$ cat config.mk
export PLATFORM = sky130hd
export DESIGN_NAME = hybrid_adder_seq_ctrl
export DESIGN_NICKNAME = d
export VERILOG_FILES = /design/src/rtl/hybrid_adder_seq_ctrl.sv
export SDC_FILE = /design/constraint.sdc
export NUM_CORES = 1
export LEC_CHECK = 0
export CORE_ASPECT_RATIO = 1.5
export CORE_MARGIN = 5
export CORE_UTILIZATION = 30
export CTS_BUF_LIST = sky130_fd_sc_hd__clkbuf_4 sky130_fd_sc_hd__clkbuf_8
export CTS_CLUSTER_SIZE = 25
export DETAILED_ROUTE_END_ITERATION = 10
export GPL_TIMING_DRIVEN = 0
export SLEW_MARGIN = 10
export SYNTH_ARGS = -nofsm -noshare
export SYNTH_HDL_FRONTEND = slang
export SYNTH_SLANG_ARGS = --single-unit
$ cat constraint.sdc
create_clock -name clk -period 5.7 [get_ports clk]
set_input_delay 0.57 -clock clk [delete_from_list [all_inputs] [get_ports clk]]
set_output_delay 0.57 -clock clk [all_outputs]
set_load 0.02 [all_outputs]
$ cat src/rtl/hybrid_adder_seq_ctrl.sv
// Multi-byte add/subtract sequencer: drives one external 8-bit adder a byte per cycle,
// LSB first, chaining the adder's C8 back into C0 of the next byte.
module hybrid_adder_seq_ctrl #(
  parameter int NBYTES = 4
) (
  input  logic                  clk,
  input  logic                  rst_n,
  input  logic                  req_valid,
  output logic                  req_ready,
  input  logic [8*NBYTES-1:0]   req_a,
  input  logic [8*NBYTES-1:0]   req_b,
  input  logic                  req_sub,
  input  logic                  req_cin,
  output logic                  rsp_valid,
  input  logic                  rsp_ready,
  output logic [8*NBYTES-1:0]   rsp_sum,
  output logic                  rsp_cout,
  output logic                  rsp_ovf,
  output logic                  busy,
  output logic [7:0]            adder_x,
  output logic [7:0]            adder_y,
  output logic                  adder_c0,
  input  logic [7:0]            adder_s,
  input  logic                  adder_c8
);

  localparam int W  = 8 * NBYTES;
  localparam int IW = (NBYTES > 1) ? $clog2(NBYTES) : 1;

  // Handshakes: a transfer happens on a rising edge where valid && ready are both 1.
  // req_ready is high only in IDLE; rsp_valid is high only in DONE and the result
  // holds stable until rsp_ready is seen, with no combinational path ready->valid.
  typedef enum logic [1:0] {
    IDLE = 2'd0,
    RUN  = 2'd1,
    DONE = 2'd2
  } state_t;

  state_t          state;
  logic [IW-1:0]   idx;
  logic            carry;
  logic [W-1:0]    a_q;
  logic [W-1:0]    b_q;
  logic [W-1:0]    sum_q;

  always_ff @(posedge clk or negedge rst_n) begin
    if (!rst_n) begin
      state <= IDLE;
      idx   <= '0;
      carry <= 1'b0;
      a_q   <= '0;
      b_q   <= '0;
      sum_q <= '0;
    end else begin
      case (state)
        IDLE: begin
          if (req_valid) begin
            // Subtract is A + ~B + ~borrow, so B is inverted once here at accept.
            a_q   <= req_a;
            b_q   <= req_b ^ {W{req_sub}};
            carry <= req_cin ^ req_sub;
            idx   <= '0;
            state <= RUN;
          end
        end
        RUN: begin
          sum_q[8*idx +: 8] <= adder_s;
          carry             <= adder_c8;
          idx               <= idx + IW'(1);
          if (idx == IW'(NBYTES - 1)) state <= DONE;
        end
        DONE: begin
          if (rsp_ready) state <= IDLE;
        end
        default: state <= IDLE;
      endcase
    end
  end

  logic in_run;
  logic in_done;

  assign in_run    = (state == RUN);
  assign in_done   = (state == DONE);

  assign req_ready = (state == IDLE);
  assign busy      = (state != IDLE);
  assign rsp_valid = in_done;

  // The adder sees only registered values, so its path is a single reg->reg cycle.
  assign adder_x   = in_run ? a_q[8*idx +: 8] : 8'h00;
  assign adder_y   = in_run ? b_q[8*idx +: 8] : 8'h00;
  assign adder_c0  = in_run & carry;

  assign rsp_sum   = in_done ? sum_q : '0;
  assign rsp_cout  = in_done & carry;
  assign rsp_ovf   = in_done & (a_q[W-1] == b_q[W-1]) & (sum_q[W-1] != a_q[W-1]);

endmodule
==> Word level (Yosys, flattened, before mapping) <==
Cells that the tools add are included.
{ "classes": {"n_reduce_logical": 6, "n_lt_le_gt_ge": 0, "div_mod_pow": 0, "shift": 4, "n_mux": 12, "multipliers": 0, "n_eq_ne": 8, "bitwise_logic": 6, "add_sub_neg": 2} }
{ "op_table": {"columns": ["operator", "count"], "rows": [
  ["variable part select 32 x 6 -> 8 bit", 2],
  ["negator 5 -> 34 bit", 1],
  ["variable shift 8 x 34 -> 32 bit, first input constant", 1],
  ["variable part select 8 x 34 -> 32 bit", 1],
  ["bitwise mux 32 bit", 1],
  ["two-way mux 32 bit", 1],
  ["XOR 32 bit", 1],
  ["two-way mux 8 bit", 2],
  ["two-way mux 2 bit", 4],
  ["case mux 2 bit (3 select lines)", 1],
  ["AND 1 bit", 4],
  ["== test 2 bit, second input constant", 2],
  ["!= test 2 bit, second input constant", 2],
  ["case mux 2 bit (2 select lines)", 1],
  ["AND reduction 2 bit", 2],
  ["nonzero test 2 bit", 2],
  ["AND reduction 3 bit", 1],
  ["adder 2 x 1 -> 2 bit, second input constant", 1],
  ["== test 2 x 1 -> 1 bit, second input constant", 1],
  ["zero test 2 bit", 1],
  ["!= test 2 x 1 -> 1 bit, second input constant", 1],
  ["case mux 1 bit (2 select lines)", 1],
  ["== test 1 bit", 1],
  ["two-way mux 1 bit", 1],
  ["other kinds (2)", 2]
]} }
{ "totals": {"mem_count": 0, "register_bits": 101, "latch_bits": 0, "romBits": 0, "ramBits": 0, "elab_cells": 44} }

==> Depth between registers and ports, before layout <==
{ "logic_depth": {"word_depth": 3, "depth_mapped": 8, "mapped_depth_nobuf": 5} }

==> Worst setup path before layout <==
OpenSTA, ideal clock, no wires.
{ "synth_path": {"path_kind": "register -> register", "startpoint": "register idx[1]", "endpoint": "register sum_q[24]", "stages_incl_launch_ff": 8, "setup_slack_ns": 3.606, "required_time_ns": 5.617, "arrival_ns": 2.011, "setup_ns": 0.083, "path_cell_list": "dfrtp_1 > clkbuf_1 > buf_2 > inv_1 > ha_1 > nor4b_2 > nand2_1 > o21ai_0"} }
{ "synth_via": {"elab_chain_len": 3, "elab_cells_between_ends": 4, "classes_between": "add/sub: 1; shift: 2; mux: 1"} }
{ "synth_lines": {"columns": ["item", "line", "text"], "rows": [
  ["start: declaration", "40", "logic [IW-1:0] idx;"],
  ["start signal: assignment", "69", "idx <= idx + IW'(1);"],
  ["negator 5 -> 34 bit *", "67", "sum_q[8*idx +: 8] <= adder_s;"],
  ["variable part select 8 x 34 -> 32 bit or variable shift 8 x 34 -> 32 bit (tied branches)", "67", null],
  ["bitwise mux 32 bit *", "67", null],
  ["end signal: indexed assignment", "67", null],
  ["end: declaration", "44", "logic [W-1:0] sum_q;"]
]} }
Every way passes the cells marked *; elsewhere a longest branch is shown, timed or not.
A chain may end at the register's enable or synchronous reset.

==> Worst setup path in the final report <==
{ "layout_path": {"startpoint": "register idx[1]", "endpoint": "output adder_y[6]"} }
{ "layout_via": {"elab_chain_len": 2} }
{ "layout_lines": {"columns": ["item", "line", "text"], "rows": [
  ["variable part select 32 x 6 -> 8 bit", "92", "assign adder_y = in_run ? b_q[8*idx +: 8] : 8'h00;"],
  ["two-way mux 8 bit", "92", null],
  ["end: declaration", "21", "output logic [7:0] adder_y,"]
]} }
Every way passes these cells.

==> impl_metrics.json <==
{
  "status": "completed",
  "via_count": 3646,
  "cts_max_path_buffers": 2,
  "critical_path_buf_inv_count": 3,
  "ys_async_sr_fraction_pct": 100,
  "critical_path.max_stage_delay_ps": 540,
  "root_buffer": "clkbuf_8",
  "irDropWorstVdd_uv": 177,
  "first_global_vias": 4117,
  "relSlewSlack_pct": 50.9,
  "numPortBuffers": 131,
  "first_iter_violations": 94,
  "grt_max_degree": 57,
  "final_core_util_pct": 41.5,
  "globalplace.congestion": 0.799,
  "cts_tree": "done",
  "drt_pass1_iterations": 6,
  "synth_nets": 512,
  "die_w_microns": 116,
  "synth_edf_count": 0,
  "cp_max_fo": 10,
  "leakagePower_nw": 2.96,
  "dieArea_sq_um": 19700,
  "worst_setup_path_end_kind": "primary output",
  "drtAntennaViolNets": 0,
  "cts_htree_levels": 3,
  "start_kind": "flop",
  "final.setup.tns_ps": 0,
  "ctsResizeCount": 0,
  "syn_area_sq_um": 5070,
  "place_area_sq_um": 6670,
  "fin_worst_skew_ps": 9.77,
  "insertion_delay_ps": 360,
  "grt_antenna_before_repair": 0,
  "io_pins": 133,
  "min_path_type": "input port to async pin",
  "finalSetupViolCount": 0,
  "finish.instance_area_sq_um": 6920,
  "rows": 58,
  "clkTransAtPathRegs_ps": 100,
  "start_util_pct": 30.4,
  "path_cells": "clkbuf_1 > buf_2 > mux4_2 > and2_1 > clkdlybuf4s50_1",
  "drv_cap": 0,
  "grt_use_total_pct": 14.2,
  "synth_seq_cells": 101,
  "clkSinkCount": 101,
  "ys_seq_area_share_pct": 49.8,
  "drc": 0,
  "tightest_slew_ps": 736,
  "finalNetCount": 655,
  "powerDensity_nw_per_um2": 510,
  "cts_made_buffers": 9,
  "grt-ovfl-total": 0,
  "core_area_sq_um": 16700,
  "rsz0062_at_grt": "false",
  "ys.flop_type": "dfrtp_1",
  "syn_to_final_growth_pct": 36.5,
  "clock.fmax_mhz": 310,
  "p_total_w": 0.00353,
  "synth_cells": 428,
  "slowest_stage": "clkdlybuf4s50_1",
  "ys_warn_count": 0,
  "viasPerCell": 4.64,
  "chipHeight_microns": 169,
  "period_needed_ps": 3220,
  "r2r_slack_ps": 2930,
  "cts_hold_buf": 0,
  "grt_pass1_wl_microns": 21600,
  "path_delay_family": "buffers and inverters",
  "drv_slew": 0,
  "finalCritPeriodShare_pct": 56.5,
  "path_class": "flop to primary output",
  "drive_gt1_share_pct": 14.8,
  "synth_cell_types": 31,
  "syn_avg_cell_area_sq_um": 11.9,
  "post_cts_buffers": 0,
  "wl_per_cell_microns": 17.2,
  "diodes": 0,
  "post-dp-hpwl_microns": 10600,
  "routed_wl_microns": 13500,
  "arrival_ps": 2650,
  "cp_data_required_time_ps": 5130,
  "finalHoldViolations": 0
}
## metal layers
| metal | share of wire (%) | vias to the layer above | GRT usage [%] |
|---|---|---|---|
| li1 | - | 1738 | - |
| met1 | 39 | 1771 | 16.2 |
| met2 | 53 | 112 | 25.4 |
| met3 | 5.5 | 25 | 3.42 |
| met4 | 3.0 | 0 | 5.60 |
| met5 | 0 | - | 0 |
## kinds of logic after synthesis
logic type,count (synthesis),share of synthesized area [%]
simple gates,136,14.2
compound gates,69,8.16
flops,101,49.8
mux,50,17.0
buf+inv,34,3.90
xor+xnor,33,5.70
fa+ha+maj,5,1.23
## area by class of cell
cell class	count	area, sq um
plain buffers	29	179
clock inverters	5	106
flip-flops and latches	101	2530
repair buffers	132	1340
multi-input cells	293	2350
fillers	1638	9770
clock buffers	11	145
well taps	210	263
inverters	5	18.8
## synth_stat cells (all sizes together) (2+ instances only)
| library cell | number | share of area (%) |
|---|---|---|
| dfrtp | 101 | 50 |
| nand2 | 66 | 4.9 |
| and2 | 51 | 6.3 |
| o21ai | 48 | 4.7 |
| mux2 | 32 | 9.5 |
| xnor2 | 32 | 5.5 |
| a22o | 17 | 2.9 |
| mux4 | 16 | 7.1 |
| clkbuf | 15 | 1.1 |
| buf | 14 | 2.4 |
| ha | 5 | 1.2 |
| inv | 5 | 0.37 |
| nand3b | 4 | 0.59 |
| nor2 | 4 | 0.30 |
| a21oi | 2 | 0.20 |
| mux2i | 2 | 0.39 |
| nand2b | 2 | 0.25 |
| o31ai | 2 | 0.30 |
## path summary, 6_finish.rpt
kind | start | endpoint | depth (start not counted)
min | rst_n | a_q[18] | 1
max | idx[1] | adder_y[6] | 5
max in group asynchronous | rst_n | sum_q[31] | 2
min in group clk | sum_q[11] | sum_q[11] | 2
min reg2reg | sum_q[11] | sum_q[11] | 2
max reg2reg | idx[1] | sum_q[29] | 7
## registers in the layout, summed over array words and instances (netlist names)
register	cells
carry	1
sum_q	32
b_q	32
a_q	32
idx	2
state	2
## placed cells by master, fill, tap and decap left out, types with 5 or more instances in the layout
cell | netlist | routed
o21ai_0 | 37 | 37
o21ai_1 | 11 | 11
and2_1 | 51 | 51
ha_1 | 5 | 5
a22o_1 | 17 | 17
inv_1 | 5 | 5
clkbuf_1 | 15 | 15
clkdlybuf4s50_1 | 0 | 130
buf_2 | 5 | 5
mux4_2 | 16 | 16
buf_6 | 8 | 8
nand2_1 | 66 | 66
mux2_4 | 32 | 32
dfrtp_1 | 101 | 101
xnor2_1 | 32 | 32
clkbuf_8 | 0 | 10
## stage by stage
step / setup slack [ps] / hold WS [ps] / std cells
2_1_floorplan: 3610 / 274 / 428
3_3_place_gp: 379 / 455 / 769
3_5_place_dp: 2820 / 466 / 770
4_1_cts: 2400 / 273 / 786
5_1_grt: 2300 / 303 / 786
6_report: 2480 / 259 / 786
## power breakdown
part           switching (W)  internal [W]  total [W]  leakage, nW
clock               0.000250      0.000310   0.000560        0.124
combinational       0.000804      0.000901    0.00171         1.56
sequential          0.000198       0.00107    0.00126         1.27
(Power assumes the default switching activity.)
